--- src/rtl/sha256_msg_padder.sv ---
// sha256_msg_padder: reads an NUM_OF_WORDS-word message from a synchronous
// SRAM, appends SHA-256 padding (delimiter, zero fill, 64-bit bit length) and
// offers the result as 512-bit blocks over a valid/ready handshake.
module sha256_msg_padder #(
  parameter int NUM_OF_WORDS = 20
) (
  input  logic         clk,
  input  logic         reset,
  input  logic         start,
  input  logic [15:0]  message_addr,
  output logic         mem_clk,
  output logic [15:0]  mem_addr,
  input  logic [31:0]  mem_read_data,
  output logic         blk_valid,
  input  logic         blk_ready,
  output logic [511:0] blk_data,
  output logic         blk_last,
  output logic [7:0]   blk_index,
  output logic         busy,
  output logic         done
);

  // Block count ceil((N+3)/16): room for the delimiter word and two length words.
  localparam int          NB           = (NUM_OF_WORDS + 3 + 15) / 16;
  localparam logic [15:0] N_W          = 16'(NUM_OF_WORDS);
  localparam logic [15:0] LEN_WORD_IDX = 16'(16 * NB - 1);
  localparam logic [31:0] BIT_LEN      = 32'(NUM_OF_WORDS * 32);
  localparam logic [7:0]  LAST_IDX     = 8'(NB - 1);

  typedef enum logic [1:0] {S_IDLE, S_FILL, S_OFFER, S_DONE} state_t;

  state_t         r_state;
  logic [15:0]    r_base;
  logic [15:0]    r_mem_addr;
  logic [511:0]   r_blk_data;
  logic           r_blk_valid;
  logic           r_blk_last;
  logic [7:0]     r_blk_index;
  logic           r_busy;
  logic           r_done;

  // Issue counter: next slot whose address/source goes out while in FILL.
  logic [3:0]     r_slot;
  logic           r_issue_en;

  // Stage 1 travels with mem_addr; stage 2 lines up with mem_read_data.
  logic           r_s1_valid, r_s1_mem;
  logic [3:0]     r_s1_slot;
  logic [31:0]    r_s1_pad;
  logic           r_s2_valid, r_s2_mem;
  logic [3:0]     r_s2_slot;
  logic [31:0]    r_s2_pad;

  logic           w_handshake;
  logic           w_iss_en;
  logic [7:0]     w_iss_index;
  logic [3:0]     w_iss_slot;
  logic [15:0]    w_iss_base;
  logic [15:0]    w_iss_w;
  logic           w_iss_mem;
  logic [31:0]    w_iss_pad;
  logic [15:0]    w_iss_addr;
  logic [31:0]    w_cap_word;
  logic [8:0]     w_cap_lsb;

  assign mem_clk   = clk;
  assign mem_addr  = r_mem_addr;
  assign blk_data  = r_blk_data;
  assign blk_valid = r_blk_valid;
  assign blk_last  = r_blk_last;
  assign blk_index = r_blk_index;
  assign busy      = r_busy;
  assign done      = r_done;

  // Captured word: SRAM data for message slots, otherwise the pad constant.
  assign w_cap_word = r_s2_mem ? mem_read_data : r_s2_pad;
  // Slot 0 sits in the top word, so the bit offset is (15 - slot) * 32.
  assign w_cap_lsb  = {~r_s2_slot, 5'b00000};

  // Decide which word (if any) is requested this cycle and where it comes from.
  always_comb begin
    // NOTE: every output gets a default first so no path leaves it unassigned (no latch).
    w_handshake = (r_state == S_OFFER) && r_blk_valid && blk_ready;
    w_iss_en    = 1'b0;
    w_iss_index = r_blk_index;
    w_iss_slot  = r_slot;
    w_iss_base  = r_base;
    case (r_state)
      S_IDLE: begin
        if (start) begin
          w_iss_en    = 1'b1;
          w_iss_index = 8'd0;
          w_iss_slot  = 4'd0;
          w_iss_base  = message_addr;
        end
      end
      S_FILL:  w_iss_en = r_issue_en;
      S_OFFER: begin
        if (w_handshake && !r_blk_last) begin
          w_iss_en    = 1'b1;
          w_iss_index = r_blk_index + 8'd1;
          w_iss_slot  = 4'd0;
        end
      end
      default: w_iss_en = 1'b0;
    endcase
    w_iss_w    = {4'd0, w_iss_index, w_iss_slot};
    w_iss_mem  = (w_iss_w < N_W);
    w_iss_pad  = (w_iss_w == N_W)          ? 32'h8000_0000 :
                 (w_iss_w == LEN_WORD_IDX) ? BIT_LEN       : 32'h0000_0000;
    w_iss_addr = w_iss_base + w_iss_w;
  end

  // Read pipeline: issue address and source select, then delay the select to meet the data.
  always_ff @(posedge clk or posedge reset) begin
    if (reset) begin
      r_mem_addr <= '0;
      r_slot     <= '0;
      r_issue_en <= 1'b0;
      r_s1_valid <= 1'b0;
      r_s1_mem   <= 1'b0;
      r_s1_slot  <= '0;
      r_s1_pad   <= '0;
      r_s2_valid <= 1'b0;
      r_s2_mem   <= 1'b0;
      r_s2_slot  <= '0;
      r_s2_pad   <= '0;
    end else begin
      // NOTE: non-blocking so stage 2 takes stage 1's value from before this edge.
      r_s1_valid <= w_iss_en;
      r_s1_mem   <= w_iss_mem;
      r_s1_slot  <= w_iss_slot;
      r_s1_pad   <= w_iss_pad;
      r_s2_valid <= r_s1_valid;
      r_s2_mem   <= r_s1_mem;
      r_s2_slot  <= r_s1_slot;
      r_s2_pad   <= r_s1_pad;
      if (w_iss_en && w_iss_mem) begin
        r_mem_addr <= w_iss_addr;
      end
      if (w_iss_en) begin
        r_slot     <= w_iss_slot + 4'd1;
        r_issue_en <= (w_iss_slot != 4'd15);
      end
    end
  end

  // Control FSM: fill the block register, offer it, then pulse done.
  always_ff @(posedge clk or posedge reset) begin
    if (reset) begin
      r_state     <= S_IDLE;
      r_base      <= '0;
      r_blk_data  <= '0;
      r_blk_valid <= 1'b0;
      r_blk_last  <= 1'b0;
      r_blk_index <= '0;
      r_busy      <= 1'b0;
      r_done      <= 1'b0;
    end else begin
      case (r_state)
        S_IDLE: begin
          if (start) begin
            r_base      <= message_addr;
            r_blk_index <= 8'd0;
            r_blk_last  <= (LAST_IDX == 8'd0);
            r_blk_data  <= '0;
            r_busy      <= 1'b1;
            r_state     <= S_FILL;
          end
        end
        S_FILL: begin
          if (r_s2_valid) begin
            r_blk_data[w_cap_lsb +: 32] <= w_cap_word;
            if (r_s2_slot == 4'd15) begin
              r_blk_valid <= 1'b1;
              r_state     <= S_OFFER;
            end
          end
        end
        S_OFFER: begin
          if (w_handshake) begin
            r_blk_valid <= 1'b0;
            if (r_blk_last) begin
              r_state <= S_DONE;
            end else begin
              r_blk_index <= r_blk_index + 8'd1;
              r_blk_last  <= ((r_blk_index + 8'd1) == LAST_IDX);
              r_blk_data  <= '0;
              r_state     <= S_FILL;
            end
          end
        end
        S_DONE: begin
          // First DONE cycle raises done; the second drops done and busy together.
          if (!r_done) begin
            r_done <= 1'b1;
          end else begin
            r_done  <= 1'b0;
            r_busy  <= 1'b0;
            r_state <= S_IDLE;
          end
        end
        default: r_state <= S_IDLE;
      endcase
    end
  end

endmodule

--- config.mk ---
export PLATFORM = sky130hd
export DESIGN_NAME = sha256_msg_padder
export DESIGN_NICKNAME = d
export VERILOG_FILES = /design/src/rtl/sha256_msg_padder.sv
export SDC_FILE = /design/constraint.sdc
export NUM_CORES = 1
export LEC_CHECK = 0
export ABC_AREA = 1
export CORE_ASPECT_RATIO = 1.1
export CORE_MARGIN = 5
export CORE_UTILIZATION = 35
export DETAILED_ROUTE_END_ITERATION = 6
export HOLD_SLACK_MARGIN = 0.15
export PLACE_DENSITY_LB_ADDON = 0.05
export SYNTH_ARGS = -nofsm -noshare
export SYNTH_HDL_FRONTEND = slang
export SYNTH_SLANG_ARGS = --single-unit
--- constraint.sdc ---
create_clock -name clk -period 18.6 [get_ports clk]
set_input_delay 1.86 -clock clk [delete_from_list [all_inputs] [get_ports clk]]
set_output_delay 1.86 -clock clk [all_outputs]
set_load 0.01 [all_outputs]
==> results.toml, run 1 <==
[status]
run_status = "finished, final reports clean"

[layout]
utilization = 0.495
final_area_mm2 = 0.0316
nets = 2860
drive_above_1_share = 0.0690
layout_commonest_cell = "clkdlybuf4s50_1"
multiInputGateArea_mm2 = 0.00617
fillers = 5996
seqCellArea_mm2 = 0.0145
final_cell_mix = "clkdlybuf4s50_1, dfrtp_1, inv_1"
synthToLayoutAreaGrowth_pct = 39.8

[critical_path]
r2r_cells = 10
start_kind = "clock port"
ff2ff_setup_slack_ps = 14660
cpMaxStageDelayCell = "clkdlybuf4s50_1"
r2r-end = "blk_data[438]"
required_ps = 16740
critical_path_class = "clock port to primary output"
cp_max_fo = 2
crit_start = "clk"
crit_path_frequent_cell = "clkbuf_16"
crit_end = "mem_clk"
critPathMaxStageDelay_ps = 480
rr_startpoint = "r_state[0]"
path_cells = "clkbuf_16, clkbuf_16, clkdlybuf4s50_1"
endpoint_kind = "primary output"
cp.arrival_ps = 10030

[yosys]
synth.avg_cell_area_um2 = 10.1
ys_ff_latch = 579
yosysTopAreaCellShare = 0.642
ys_seq_area_frac = 0.642
synth_cell_types = 37
yosys_warnings = 0
synth_fp_nets = 2303
netlist_instances = 2234
synth_area_leaders = "dfrtp_1, o22ai_1, inv_1"
synth_top_cell_by_area = "dfrtp_1"
synthesis.area_mm2 = 0.0226

[detailed_routing]
wire_per_inst_um = 24.5
vias = 18744
drc = 0
detail_route.first_pass.iterations = 5
vias_per_cell = 5.09
ant_nets = 0
drt-initial-drc-count = 1207
drt_wl_total_um = 90300

[timing]
setup_violations = 0
hold_viol_final = 0
fin_tns_setup_ps = 0
timing.final.max_slew_violations = 0
rsz0062_at_grt = "false"
worst_slew_pin_slew_ps = 1290
slew_headroom = 0.138
finalClockSkew_ps = 17.3
hold_slack_ps = 348

[floorplan]
initial_core_util = 0.354
die_x_um = 252
num_rows = 97
core-area_mm2 = 0.0638
die_area_mm2 = 0.0697
num_io_pins = 593
fp.dieH_um = 276

[power_and_ir_drop]
p_clk_frac = 0.500
switching_share = 0.213
p_sw_uw = 554
p_per_area_mw_per_mm2 = 82.5
seq_power_share = 0.483
p_int_mw = 2.05
vdd_drop_max_v = 0.0000838
p_leak_nw = 15.3
comb_power_share = 0.016

[job]
cap_violations = 0

[placement]
place_area_mm2 = 0.0294
place_congestion = 0.909
io_buffer_count = 592
post-dp-hpwl_um = 63900

[clock_tree]
postCtsHoldBufs = 0
cts_tree = "done"
post_cts_buffers = 0
clkSlewWorstSetupHoldPaths_ps = 60
clk_latency_ps = 730
ctsResizeCount = 0

[grt]
grt-ovfl-total = 0
grt_pass1_vias = 18936
grtUsageTotal = 0.252
grt_max_degree = 164
antenna_found_initial = 4
grt_pass1_wl_um = 133000

[worst_hold_path]
min_path_type = "register to register"
==> power by group through the flow <==
| stage | Sequential, mW | Clock, mW | Combinational, mW |
|---|---|---|---|
| after global routing | 1.26 | 1.39 | 0.0481 |
| after floorplan | 1.28 | 0.00443 | 0.0190 |
| after detailed placement | 1.28 | 0.00547 | 0.0439 |
| final | 1.26 | 1.30 | 0.0418 |
| after CTS | 1.26 | 1.33 | 0.0441 |
| after global placement | 1.28 | 0.00547 | 0.0437 |
==> cell usage after synthesis (all sizes together) <==
cell type / number
o21a: 2
nor3: 9
nor2: 45
nand3: 65
o31ai: 1
dfrtp: 579
and2: 1
o22ai: 354
xor2: 10
nor4: 1
or2: 3
o21ai: 253
ha: 16
a21oi: 26
a21o: 1
a31oi: 1
buf: 49
xnor2: 5
a21boi: 1
fa: 1
nand3b: 3
nand4: 6
clkbuf: 74
o21bai: 1
inv: 418
nand2: 309
==> through the flow <==
step | instances | total power, mW | worst slack (ps)
2_1_floorplan | 2234 | 1.31 | 541
3_3_place_gp | 3567 | 1.33 | 6990
3_5_place_dp | 3567 | 1.33 | 6990
4_1_cts | 3681 | 2.64 | 6720
5_1_grt | 3685 | 2.70 | 6710
6_report | 3685 | 2.61 | 6710
==> cell type report <==
cell class | instances | share of cell area
Sequential cell | 579 | 0.459
Multi-Input combinational cell | 1114 | 0.196
Timing Repair Buffer | 614 | 0.194
Clock buffer | 83 | 0.0563
Inverter | 418 | 0.0499
Tap cell | 841 | 0.0333
Clock inverter | 32 | 0.0120
Antenna cell | 4 | 0.000317
==> state kept, by name, indices dropped and copies added (netlist names), 2 cells and up <==
register,count
blk_data,512
blk_index,8
mem_addr,16
r_base,16
r_s1_pad,2
r_s1_slot,4
r_s2_pad,2
r_s2_slot,4
r_slot,4
r_state,2
==> metal layers <==
| metal | GRT usage | up-vias | share of wire |
|---|---|---|---|
| met5 | 0 | - | 0 |
| met4 | 0.0809 | 0 | 0.034 |
| met3 | 0.0678 | 132 | 0.076 |
| met2 | 0.413 | 686 | 0.48 |
| met1 | 0.325 | 9388 | 0.41 |
| li1 | - | 8538 | - |
==> how the worst min path moves through the flow <==
stage	from	end	slack, ps	depth (start not counted)
2_1_floorplan	r_s1_mem	r_s2_mem	330	0
4_1_cts	r_s1_slot[1]	r_s2_slot[1]	350	0
3_3_place_gp	r_s1_valid	r_s2_valid	330	0
6_report	r_s1_pad[31]	r_s2_pad[31]	350	0
5_1_grt	r_s1_slot[1]	r_s2_slot[1]	360	0
3_5_place_dp	r_s1_slot[1]	r_s2_slot[1]	340	0
==> worst max-delay path: cells and delay by family <==
family	cells	cell delay, ps
buffers and inverters	3	730
==> cell families after synthesis <==
group | after synthesis | synth area share
AOI/OAI and AO/OA | 640 | 0.162
xor gates and xnor gates | 15 | 0.00582
adders and majority gates | 17 | 0.00975
buffers and inverters | 541 | 0.0931
DFF | 579 | 0.642
and+or+nand+nor | 442 | 0.0873
No activity file was read; power rests on OpenSTA's default activity.
==> run 2, diff against run 1 <==
==> constraint.sdc (replaced) <==
create_clock -name clk -period 10.8 [get_ports clk]
set_input_delay 1.08 -clock clk [delete_from_list [all_inputs] [get_ports clk]]
set_output_delay 1.08 -clock clk [all_outputs]
set_load 0.01 [all_outputs]
==> run 2 against run 1 <==
Against the previous run: flip-flop and latch count stayed put; total power is 71% higher; clock power is 71% higher; cell count is 0.11% higher; register-to-register slack worse by 8100 ps; non-clock buffer count is 4 higher; sequential share of layout area hardly changed; critical endpoint unchanged.
==> results.toml, run 2 (synthesized netlist as in run 1, its figures left out) <==
[status]
run_status = "finished, final reports clean"

[clock_tree]
ctsResizeCount = 0
clkSlewWorstSetupHoldPaths_ps = 60
post_cts_buffers = 0
clk_latency_ps = 740
postCtsHoldBufs = 0
cts_tree = "done"

[power_and_ir_drop]
p_leak_nw = 15.3
vdd_drop_max_v = 0.000152
p_per_area_mw_per_mm2 = 141

[critical_path]
r2r_cells = 11
cp_max_fo = 2
cp.arrival_ps = 6120
required_ps = 9720
critPathMaxStageDelay_ps = 470
start_kind = "clock port"
cpMaxStageDelayCell = "clkdlybuf4s50_1"
crit_path_frequent_cell = "clkbuf_16"
crit_buf_inv = 3
path_cells = "clkbuf_16, clkbuf_16, clkdlybuf4s50_1"
endpoint_kind = "primary output"
ff2ff_setup_slack_ps = 6560
path_delay_family = "buffers and inverters"
critical_path_class = "clock port to primary output"
crit_cells = 3

[grt]
grt_max_degree = 189
grt_pass1_vias = 19108
grt_pass1_wl_um = 133000
grt_use_met3 = 0.0682
met2_usage = 0.418
grt-ovfl-total = 0
antenna_found_initial = 4
grtUsageTotal = 0.250
busiest_layer = "met2"
grt_use_met1 = 0.321

[detailed_routing]
drt-initial-drc-count = 1342
vias = 18815
vias_per_cell = 5.10
wire_per_inst_um = 24.4
drt_wl_total_um = 90200
ant_nets = 0
drc = 0
detail_route.first_pass.iterations = 5

[layout]
synthToLayoutAreaGrowth_pct = 39.9
largest_reg_flops = 512
drive_above_1_share = 0.0685
final_area_mm2 = 0.0316
layout_commonest_cell = "clkdlybuf4s50_1"
final_cell_mix = "clkdlybuf4s50_1, dfrtp_1, inv_1"
nets = 2864

[timing]
worst_slew_pin_slew_ps = 1090
rsz0062_at_grt = "false"
fin_ws_ps = 3600
fin_tns_setup_ps = 0
timing.final.max_slew_violations = 0
finalClockSkew_ps = 25.9
slew_headroom = 0.272
hold_slack_ps = 347
hold_viol_final = 0
setup_violations = 0

[floorplan]
initial_core_util = 0.354
die_x_um = 252
num_rows = 97
die_area_mm2 = 0.0697
num_io_pins = 593
core-area_mm2 = 0.0638
fp.dieH_um = 276

[placement]
place_worst_setup_slack_ps = 3870
place_area_mm2 = 0.0294
place_congestion = 0.886
io_buffer_count = 592
post-dp-hpwl_um = 64300

[worst_hold_path]
min_path_type = "register to register"
min_path_cells = 0

[job]
cap_violations = 0
==> run 2: layout make-up <==
| cell class | instances | area [µm²] |
|---|---|---|
| Sequential cell | 579 | 14500 |
| Clock inverter | 18 | 226 |
| Clock buffer | 98 | 1930 |
| Fill cell | 6053 | 32300 |
| Inverter | 418 | 1570 |
| Multi-Input combinational cell | 1114 | 6170 |
| Tap cell | 841 | 1050 |
| Antenna cell | 3 | 7.51 |
| Timing Repair Buffer | 618 | 6140 |
==> run 2: worst reg2reg max path, delay by kind of cell (launching register included) <==
kind,cells,cell delay [ps]
compound gates,2,560
buf+inv,4,1140
flops,1,460
simple gates,5,1950
==> run 2: power by group <==
group | internal [mW] | total [mW] | leakage [nW] | switching [mW]
combinational | 0.0194 | 0.0704 | 8.07 | 0.0510
sequential | 2.17 | 2.17 | 6.17 | 0.000358
clock | 1.34 | 2.22 | 1.07 | 0.887
==> run 2: final timing paths <==
kind,start,end
worst min-delay path,r_s1_slot[3],r_s2_slot[3]
min in group asynchronous,reset,blk_data[160]
max in group asynchronous,reset,blk_data[120]
worst max-delay path,clk,mem_clk
worst max register to register,r_state[0],blk_data[428]
worst min register to register,r_s1_slot[3],r_s2_slot[3]
==> run 2: routing by layer <==
layer	vias up	share of wire
li1	8547	-
met5	-	0.00028
met4	4	0.030
met3	126	0.075
met2	649	0.49
met1	9489	0.41
==> run 2: per-stage QoR <==
stage / utilization / power (mW) / cells
6_report: 0.495 / 4.46 / 3689
5_1_grt: 0.495 / 4.61 / 3689
4_1_cts: 0.495 / 4.52 / 3686
3_5_place_dp: 0.461 / 2.29 / 3571
3_3_place_gp: 0.461 / 2.29 / 3571
2_1_floorplan: - / 2.25 / 2234
